--- src/rtl/alu_pkg.sv ---
// Shared opcode constants, sequencer state encoding and opcode legality check
// for the bit-serial ALU.
package alu_pkg;

    localparam logic [2:0] OP_AND = 3'b000;
    localparam logic [2:0] OP_OR  = 3'b001;
    localparam logic [2:0] OP_ADD = 3'b010;
    localparam logic [2:0] OP_SUB = 3'b110;
    localparam logic [2:0] OP_SLT = 3'b111;

    typedef enum logic [1:0] {
        IDLE = 2'd0,
        RUN  = 2'd1,
        DONE = 2'd2
    } state_t;

    function automatic logic is_legal_op(input logic [2:0] op);
        return (op == OP_AND) || (op == OP_OR) || (op == OP_ADD) ||
               (op == OP_SUB) || (op == OP_SLT);
    endfunction

endpackage

--- src/rtl/serial_alu_ctrl_if.sv ---
// Request/result bundle between a client (master) and the serial ALU sequencer (slave).
interface serial_alu_ctrl_if #(
    parameter int unsigned WIDTH = 32
);
    logic             start;
    logic [2:0]       op;
    logic [WIDTH-1:0] a;
    logic [WIDTH-1:0] b;
    logic             busy;
    logic             done;
    logic [WIDTH-1:0] result;
    logic             cout;
    logic             zero;
    logic             illegal;

    modport master (
        output start, op, a, b,
        input  busy, done, result, cout, zero, illegal
    );

    modport slave (
        input  start, op, a, b,
        output busy, done, result, cout, zero, illegal
    );
endinterface

--- src/rtl/one_bit_alu.sv ---
// Combinational one-bit ALU slice: op[2] inverts b, op[1:0] selects AND/OR/SUM/LESS.
module one_bit_alu (
    input  logic       a,
    input  logic       b,
    input  logic       cin,
    input  logic       less,
    input  logic [2:0] op,
    output logic       r_c,
    output logic       cout_c
);
    logic b_eff;
    logic sum;

    assign b_eff  = b ^ op[2];
    assign sum    = a ^ b_eff ^ cin;
    assign cout_c = (a & b_eff) | (a & cin) | (b_eff & cin);

    always_comb begin
        r_c = 1'b0;
        case (op[1:0])
            2'b00:   r_c = a & b_eff;
            2'b01:   r_c = a | b_eff;
            2'b10:   r_c = sum;
            default: r_c = less;
        endcase
    end
endmodule

--- src/rtl/serial_alu_ctrl.sv ---
// Bit-serial sequencer driving one one_bit_alu slice, LSB first, one bit per clock.
// Optional: define SERIAL_ALU_SLT_OVF_EN for overflow-corrected signed SLT.
module serial_alu_ctrl
    import alu_pkg::*;
#(
    parameter int unsigned WIDTH = 32
) (
    input  logic               clk,
    input  logic               rst,
    serial_alu_ctrl_if.slave   bus
);
    localparam int unsigned CNT_W = $clog2(WIDTH);

    state_t           state;
    logic [CNT_W-1:0] cnt;
    logic             carry_reg;
    logic [2:0]       op_reg;
    logic [WIDTH-1:0] a_sh;
    logic [WIDTH-1:0] b_sh;
    logic [WIDTH-2:0] res_sh;

    logic             slice_r_c;
    logic             slice_cout_c;
    logic             last_step_c;
    logic [WIDTH-1:0] full_word_c;
    logic             diff_msb_c;
    logic             set_c;
    logic [WIDTH-1:0] final_res_c;
    logic             final_cout_c;

    one_bit_alu u_slice (
        .a      (a_sh[0]),
        .b      (b_sh[0]),
        .cin    (carry_reg),
        .less   (1'b0),
        .op     (op_reg),
        .r_c    (slice_r_c),
        .cout_c (slice_cout_c)
    );

    // Result word as it stands once the current bit has been shifted in.
    assign full_word_c = {slice_r_c, res_sh};
    assign last_step_c = (cnt == CNT_W'(WIDTH - 1));

    // In SLT the slice returns 'less' on R, so the difference MSB is rebuilt here.
    assign diff_msb_c = a_sh[0] ^ ~b_sh[0] ^ carry_reg;
`ifdef SERIAL_ALU_SLT_OVF_EN
    assign set_c = diff_msb_c ^ (carry_reg ^ slice_cout_c);
`else
    assign set_c = diff_msb_c;
`endif

    assign final_res_c  = (op_reg == OP_SLT) ? {{(WIDTH-1){1'b0}}, set_c} : full_word_c;
    assign final_cout_c = (op_reg[1:0] == 2'b10) & slice_cout_c;

    // Sequencer: state, datapath shift registers and registered outputs.
    always_ff @(posedge clk) begin
        if (rst) begin
            state       <= IDLE;
            cnt         <= '0;
            carry_reg   <= 1'b0;
            op_reg      <= '0;
            a_sh        <= '0;
            b_sh        <= '0;
            res_sh      <= '0;
            bus.busy    <= 1'b0;
            bus.done    <= 1'b0;
            bus.result  <= '0;
            bus.cout    <= 1'b0;
            bus.zero    <= 1'b0;
            bus.illegal <= 1'b0;
        end else begin
            bus.done <= 1'b0;
            case (state)
                IDLE: begin
                    if (bus.start) begin
                        bus.busy <= 1'b1;
                        if (is_legal_op(bus.op)) begin
                            a_sh      <= bus.a;
                            b_sh      <= bus.b;
                            op_reg    <= bus.op;
                            carry_reg <= bus.op[2];
                            cnt       <= '0;
                            state     <= RUN;
                        end else begin
                            bus.result  <= '0;
                            bus.cout    <= 1'b0;
                            bus.zero    <= 1'b1;
                            bus.illegal <= 1'b1;
                            bus.done    <= 1'b1;
                            state       <= DONE;
                        end
                    end
                end
                RUN: begin
                    carry_reg <= slice_cout_c;
                    res_sh    <= full_word_c[WIDTH-1:1];
                    a_sh      <= a_sh >> 1;
                    b_sh      <= b_sh >> 1;
                    cnt       <= cnt + CNT_W'(1);
                    if (last_step_c) begin
                        bus.result  <= final_res_c;
                        bus.cout    <= final_cout_c;
                        bus.zero    <= (final_res_c == '0);
                        bus.illegal <= 1'b0;
                        bus.done    <= 1'b1;
                        state       <= DONE;
                    end
                end
                DONE: begin
                    bus.busy <= 1'b0;
                    state    <= IDLE;
                end
                default: begin
                    bus.busy <= 1'b0;
                    state    <= IDLE;
                end
            endcase
        end
    end
endmodule

--- src/flat_wrapper.sv ---
// flat-port wrapper written by rule: the top's interface ports become plain ports
module serial_alu_ctrl_flat import alu_pkg::*;
#(
    parameter int unsigned WIDTH = 32
)
  (clk, rst, bus_start, bus_op, bus_a, bus_b, bus_busy, bus_done, bus_result, bus_cout, bus_zero, bus_illegal);
  serial_alu_ctrl_if #(.WIDTH(WIDTH)) bus_i ();
  input  logic clk;
  input  logic rst;
  input wire logic [$bits(bus_i.start)-1:0] bus_start;
  input wire logic [$bits(bus_i.op)-1:0] bus_op;
  input wire logic [$bits(bus_i.a)-1:0] bus_a;
  input wire logic [$bits(bus_i.b)-1:0] bus_b;
  output wire logic [$bits(bus_i.busy)-1:0] bus_busy;
  output wire logic [$bits(bus_i.done)-1:0] bus_done;
  output wire logic [$bits(bus_i.result)-1:0] bus_result;
  output wire logic [$bits(bus_i.cout)-1:0] bus_cout;
  output wire logic [$bits(bus_i.zero)-1:0] bus_zero;
  output wire logic [$bits(bus_i.illegal)-1:0] bus_illegal;
  assign bus_i.start = bus_start;
  assign bus_i.op = bus_op;
  assign bus_i.a = bus_a;
  assign bus_i.b = bus_b;
  assign bus_busy = bus_i.busy;
  assign bus_done = bus_i.done;
  assign bus_result = bus_i.result;
  assign bus_cout = bus_i.cout;
  assign bus_zero = bus_i.zero;
  assign bus_illegal = bus_i.illegal;
  serial_alu_ctrl #(.WIDTH(WIDTH)) u_core (.clk(clk), .rst(rst), .bus(bus_i));
endmodule
--- config.mk ---
export PLATFORM = sky130hd
export DESIGN_NAME = serial_alu_ctrl_flat
export DESIGN_NICKNAME = d
export VERILOG_FILES = /design/src/rtl/alu_pkg.sv /design/src/rtl/serial_alu_ctrl_if.sv /design/src/rtl/one_bit_alu.sv /design/src/rtl/serial_alu_ctrl.sv /design/src/flat_wrapper.sv
export SDC_FILE = /design/constraint.sdc
export NUM_CORES = 1
export LEC_CHECK = 0
export ABC_CLOCK_PERIOD_IN_PS = 3000
export BUFFER_PORTS_ARGS = -buffer_cell sky130_fd_sc_hd__buf_2
export CORE_MARGIN = 5
export CORE_UTILIZATION = 40
export CTS_BUF_LIST = sky130_fd_sc_hd__clkbuf_8 sky130_fd_sc_hd__clkbuf_16
export DETAILED_ROUTE_END_ITERATION = 16
export GPL_ROUTABILITY_DRIVEN = 0
export GPL_TIMING_DRIVEN = 0
export PLACE_DENSITY_LB_ADDON = 0.15
export SETUP_SLACK_MARGIN = 0.4
export SLEW_MARGIN = 20
export SYNTH_ARGS = -nofsm -noshare
export SYNTH_HDL_FRONTEND = slang
export SYNTH_SLANG_ARGS = --single-unit
--- constraint.sdc ---
create_clock -name clk -period 3 [get_ports clk]
set_clock_uncertainty 0.15 [all_clocks]
set_input_delay 0.6 -clock clk [delete_from_list [all_inputs] [get_ports clk]]
set_output_delay 0.6 -clock clk [all_outputs]
set_load 0.02 [all_outputs]
==> summary.md, run 1 <==
| Metric | Value |
|---|---|
| Status | `complete, no violations` |
| Detailed Route WL | `15.1 mm` |
| TNS Setup | `0 ps` |
| Final cell count without fillers | `1,017` |
| Proportion of layout cells with a drive suffix above 1 | `19.6%` |
| Final Max Slew Viols | `0` |
| Via count | `5,383` |
| Critical Path Fanout Max | `10` |
| Cell count after synthesis | `700` |
| Initial core utilization | `41.0%` |
| Clock Power Share | `43.8%` |
| Clk pin slew, worst setup/hold paths | `60 ps` |
| Sw frac | `25.7%` |
| Main synth FF type | `dfxtp_1` |
| Post-Synth Adder-Cell Area | `1.22%` |
| Post-synth EDFFs | `0` |
| CP delay by family, top | `compound AO/OA/AOI/OAI gates` |
| Inst Count DP | `985` |
| Cell internal pwr | `3.54 mW` |
| Pwr dens | `672 nW/um^2` |
| Measured slew at the worst slew-check pin | `751 ps` |
| Regs by FF count | `u_core.a_sh: 32 flops, u_core.b_sh: 32 flops, u_core.bus.result: 32 flops` |
| Crit path capture type | `flip-flop` |
| # clock sinks | `143` |
| Antenna viol nets, final | `0` |
| Fin nets | `899` |
| Area share of the largest cell type after synthesis | `49.9%` |
| Placeable Area | `14,000 um^2` |
| Switching power | `1.22 mW` |
| Largest net degree at the start of global routing | `17` |
| Syn nets | `775` |
| Later-pin clock latency in the skew report | `420 ps` |
| WL per Instance | `14.8 um` |
| Clock root buffer | `clkbuf_16` |
| Post-synth cell types | `44` |
| Leakage | `2.87 nW` |
| Achievable clock frequency | `418 MHz` |
| Worst Reg2Reg Path Length in Cells | `9` |
| Area Growth Syn to Fin | `23.5%` |
| Worst Hold Launch | `bus_a[31]` |
| Worst hold stages | `3` |
| Cts repair resizes | `0` |
| R2r startpoint | `u_core.cnt[0]` |
| Die Wd | `130 um` |
| Warning count from the yosys run | `0` |
| Max clock buf depth | `2` |
| Startpoint class of the critical path | `flip-flop` |
| Peak VDD IR | `0.448 mV` |
| Number of buffers inserted by port buffering | `105` |
| Synth Area in Simple Gates | `23.5%` |
| CTS Buf Count | `17` |
| Comb pwr share | `12.2%` |
| Synth async-reset ratio | `0%` |
| Most common cell in the synthesized netlist | `nand2_1` |
| Die Ht | `130 um` |
| Final Cycle Share | `79.7%` |
| Synthesized area per cell | `8.20 um^2` |
| Hold Crit Endpoint | `u_core.a_sh[31]` |
| Sequential power share | `44.0%` |
| Area post-placement | `6490 um^2` |
| Tmin final | `2390 ps` |
| GRT Util Overall | `18.1%` |
| Critical path type | `flip-flop to flip-flop` |
| Initial antenna violation count | `1` |
| Yosys top cell by area | `dfxtp_1` |
| Hold Path Class | `primary input to flip-flop` |
| Number of max-cap violations | `0` |
| CP bufs+invs | `2` |
| Synth Area in XOR/XNOR | `0.567%` |
| Hold WS | `287 ps` |
| # IOs | `107` |
| Setup Viol. Count Final | `0` |
| Slew headroom | `49.3%` |
| Register area share after synthesis | `49.9%` |
| Vias per cell | `5.29` |
| Tot Pwr | `4.76 mW` |
| CTS tree | `built` |
| Starting DRT DRC Count | `309` |
| Largest cells by area after synthesis | `dfxtp_1, nand2_1, a311oi_1, nor2_1, a22oi_1` |
| Postcts setup bufs | `0` |
| Post-route cell area | `7090 um^2` |
| Complex-gate fraction of the synthesized area | `19.2%` |
| FF-to-FF setup slack | `610 ps` |
| Critical-path cell list | `ha_1 > and3_1 > ha_2 > mux2i_1 > a311o_1 > buf_6 > clkbuf_1 > a22oi_1 > nor2_1` |
| Req. time, crit path | `3140 ps` |
| Mapped cell area | `5740 um^2` |
| RR Endpoint | `u_core.bus.result[17]` |
| Arrival time at the worst endpoint | `2530 ps` |
| DRC | `0` |
| Crit-path slowest cell | `dfxtp_1` |
| Largest family of logic cells by synthesized area | `simple AND/OR/NAND/NOR gates` |
| Final Hold Viols | `0` |
| Synth Register Bits | `143` |
| # rows | `43` |
| Top cells by count, synth | `nand2_1, dfxtp_1, nor2_1, a311oi_1` |
| Vias in the first global route | `5,134` |
| CP max stage delay | `390 ps` |
| Total grt overflow | `0` |
| Drt pass-1 iters | `5` |
| Die area | `16,800 um^2` |
| Dpl hpwl | `11.0 mm` |
| H-tree depth | `4` |
| Hold buffers post-CTS | `0` |
| First-pass GRT wire length | `24.5 mm` |
| Levels on crit path | `9` |
| Mux cell area share after synthesis | `0.610%` |
| RSZ-0062 raised after global routing | `false` |
## metal layers
layer,wire length (um),global-route usage [%]
met3,926,4.91
met4,229,5.68
met5,13,0
met2,6820,28.5
met1,7090,24.3
## per-stage QoR
step	setup WS [ps]	util, %
2_1_floorplan	860	-
6_report	608	50.7
4_1_cts	552	50.6
3_5_place_dp	565	46.4
3_3_place_gp	634	46.4
5_1_grt	454	50.7
## layout by cell type (no fill, tap or decap), types with 3 or more instances in the layout
master,count
nand2_1,196
dfxtp_1,143
buf_2,124
nor2_1,104
a311oi_1,62
a21oi_1,38
clkbuf_1,37
a22oi_1,34
clkbuf_16,17
inv_1,7
nor4_1,7
o21ai_0,4
clkinv_2,4
clkbuf_8,4
nor2b_1,3
nand4_1,3
or3_1,3
nor3b_1,3
ha_1,3
clkinvlp_4,3
## layout make-up
type | count | area [um^2]
Buffer | 60 | 262
Multi-Input combinational cell | 490 | 2590
Fill cell | 1376 | 6900
Tap cell | 180 | 225
Timing Repair Buffer | 105 | 526
Antenna cell | 1 | 2.50
Inverter | 7 | 26.3
Sequential cell | 143 | 2860
Clock inverter | 10 | 111
Clock buffer | 21 | 480
## worst register-to-register path, stage by stage, from the launching register on
cell      delay [ps]
dfxtp_1          390
ha_1             200
and3_1           170
ha_2             240
mux2i_1          120
a311o_1          350
buf_6            150
clkbuf_1         230
a22oi_1          210
nor2_1            60
## worst max path at each step
stage,startpoint,to,slack (ps)
finish,u_core.cnt[0],u_core.bus.result[17],610
global route,u_core.cnt[0],u_core.bus.result[21],450
CTS,u_core.cnt[0],u_core.bus.result[3],550
detailed placement,u_core.cnt[0],u_core.bus.result[3],570
global placement,u_core.cnt[0],u_core.bus.result[3],630
floorplan,u_core.cnt[0],u_core.bus.zero,860
## kinds of logic (layout without fill, tap and decap cells)
family                   count (synthesis)  after routing
AND/OR/NAND/NOR                        331            331
flip-flops                             143            143
other                                    0              1
XOR/XNOR                                 2              2
multiplexers                             3              3
adder cells (fa/ha/maj)                  5              5
buffers and inverters                   67            203
AO/OA/AOI/OAI                          149            149
## power groups by stage
| stage | registers [mW] | clock network [mW] | logic [mW] |
|---|---|---|---|
| 2_1_floorplan | 2.12 | 0 | 0.401 |
| 3_3_place_gp | 2.13 | 0 | 0.564 |
| 5_1_grt | 2.11 | 2.22 | 0.656 |
| 3_5_place_dp | 2.13 | 0 | 0.580 |
| 4_1_cts | 2.09 | 2.13 | 0.582 |
| 6_report | 2.09 | 2.09 | 0.580 |
Note: power is estimated with default switching activity, not from simulation.
==> run 2, diff against run 1 <==
--- a/config.mk
+++ b/config.mk
@@ -5,7 +5,7 @@
 export SDC_FILE = /design/constraint.sdc
 export NUM_CORES = 1
 export LEC_CHECK = 0
-export ABC_CLOCK_PERIOD_IN_PS = 3000
+export ABC_CLOCK_PERIOD_IN_PS = 2050
 export BUFFER_PORTS_ARGS = -buffer_cell sky130_fd_sc_hd__buf_2
 export CORE_MARGIN = 5
 export CORE_UTILIZATION = 40
==> constraint.sdc (replaced) <==
create_clock -name clk -period 2.05 [get_ports clk]
set_clock_uncertainty 0.15 [all_clocks]
set_input_delay 0.41 -clock clk [delete_from_list [all_inputs] [get_ports clk]]
set_output_delay 0.41 -clock clk [all_outputs]
set_load 0.02 [all_outputs]
==> run 2 against run 1 <==
  * Critical path type unchanged
  * Highest routed layer unchanged
  * Die area is the same
  * Largest cell class is now multi-input combinational cells
  * The run now ends with setup timing left
  * Critical path depth fell by 1
  * Hold slack worse by 180 ps
  * Non-clock buffer count rose by 14
  * Setup slack got worse by 630 ps
==> summary.md, run 2 (synthesis results as in run 1) <==
| Metric | Value |
|---|---|
| Switching power | `1.87 mW` |
| Final Hold Viols | `0` |
| Max clock buf depth | `2` |
| Total grt overflow | `0` |
| Commonest non-fill, non-tap cell in the layout | `nand2_1` |
| Final Cycle Share | `101%` |
| Area Growth Syn to Fin | `36.1%` |
| Most frequent cells in the layout | `nand2_1, dfxtp_1, buf_2` |
| Number of max-cap violations | `0` |
| Slew headroom | `59.0%` |
| Initial antenna violation count | `1` |
| Leakage | `3.14 nW` |
| Startpoint class of the critical path | `flip-flop` |
| Arrival time at the worst endpoint | `2230 ps` |
| Regs by FF count | `u_core.a_sh: 32 flops, u_core.b_sh: 32 flops, u_core.bus.result: 32 flops` |
| Failing checks | `setup timing` |
| Cell internal pwr | `5.65 mW` |
| Antenna viol nets, final | `0` |
| Hold Path Class | `primary input to flip-flop` |
| Final Max Slew Viols | `0` |
| Placeable Area | `14,000 um^2` |
| GRT Util Overall | `18.4%` |
| Vias per cell | `5.31` |
| Die Ht | `130 um` |
| Tmin final | `2070 ps` |
| Status | `finished with violations` |
| Number of buffers inserted by port buffering | `105` |
| Area post-placement | `6570 um^2` |
| Measured slew at the worst slew-check pin | `615 ps` |
| Hold buffers post-CTS | `0` |
| Critical Path Fanout Max | `8` |
| Clock Power Share | `45.4%` |
| Proportion of layout cells with a drive suffix above 1 | `31.4%` |
| Sequential power share | `40.8%` |
| # rows | `43` |
| # clock sinks | `143` |
| Fin nets | `913` |
| Setup WS pre-CTS | `-60.2 ps` |
| Drt pass-1 iters | `4` |
| Detailed Route WL | `15.7 mm` |
| Met2 Use GR | `31.3%` |
| RSZ-0062 raised after global routing | `true` |
| CTS tree | `built` |
| Antenna Cells | `0` |
| Achievable clock frequency | `483 MHz` |
| Largest net degree at the start of global routing | `17` |
| Sw frac | `24.9%` |
| Die area | `16,800 um^2` |
| Final setup margin | `-18.3 ps` |
| Setup Viol. Count Final | `1` |
| WL per Instance | `15.2 um` |
| TNS Setup | `-18.3 ps` |
| First-pass GRT wire length | `24.9 mm` |
| Die Wd | `130 um` |
| Met1 Use GR | `22.6%` |
| Vias in the first global route | `5,262` |
| Initial core utilization | `41.0%` |
| Crit path capture type | `flip-flop` |
| GR peak layer | `met2` |
| Via count | `5,472` |
| Peak VDD IR | `0.600 mV` |
| H-tree depth | `4` |
| Later-pin clock latency in the skew report | `420 ps` |
| CTS Buf Count | `17` |
| Req. time, crit path | `2210 ps` |
| Critical path type | `flip-flop to flip-flop` |
| Starting DRT DRC Count | `273` |
| Pwr dens | `963 nW/um^2` |
| Clock root buffer | `clkbuf_16` |
| # IOs | `107` |
| Post-route cell area | `7810 um^2` |
| Dpl hpwl | `10.9 mm` |
| Routing usage on met3 | `4.38%` |
| Clk pin slew, worst setup/hold paths | `60 ps` |
| DRC | `0` |
| Comb pwr share | `13.9%` |
[run 2: final timing paths]
path / start / endpoint / slack (ps) / cells after the start
min: bus_a[8] / u_core.a_sh[8] / 100 / 3
min reg2reg: u_core.bus.illegal / u_core.bus.illegal / 320 / 2
max reg2reg: u_core.cnt[0] / u_core.bus.zero / -20 / 8
max: u_core.cnt[0] / u_core.bus.zero / -20 / 8
[run 2: final cells by class]
cell class	instances	area, um^2
tap	180	225
buffer	60	449
clock inverter	12	188
multi-input combinational	490	2940
fill	1289	6180
sequential	143	2880
timing repair buffer	119	638
clock buffer	20	467
inverter	7	26.3
[run 2: per-stage QoR]
step	power, mW	util [%]	hold WS [ps]	std cells
floorplan	3.72	-	286	700
global placement	3.96	46.9	309	985
detailed placement	3.99	46.9	316	985
CTS	7.47	53.2	83.6	1026
global route	7.81	55.8	104	1031
finish	7.52	55.8	105	1031
[run 2: critical path: stages, from the launching register on]
cell and delay (ps):
dfxtp_4 350, ha_4 150, and3_4 180, ha_4 160, mux2i_2 170, a311o_1 170, buf_6 160, mux2_4 300
and4b_1 180
[run 2: what timing repair did]
action	CTS	global route
setup endpoints to repair	138	136
gates resized for setup	51	104
cloned	1	0
buffers inserted	8	5
pin swaps	2	11
[run 2: power groups by stage]
stage          clock network [mW]  registers, mW  logic, mW
2_1_floorplan                   0           3.11      0.611
3_3_place_gp                    0           3.12      0.840
3_5_place_dp                    0           3.12      0.869
4_1_cts                      3.46           3.06      0.938
5_1_grt                      3.57           3.08       1.16
6_report                     3.41           3.07       1.04
[run 2: metal layers]
layer	vias to the layer above	part of all wire, %
met5	-	0.045
met4	2	1.5
met3	24	5.6
met1	2602	44
li1	2709	-
met2	135	49
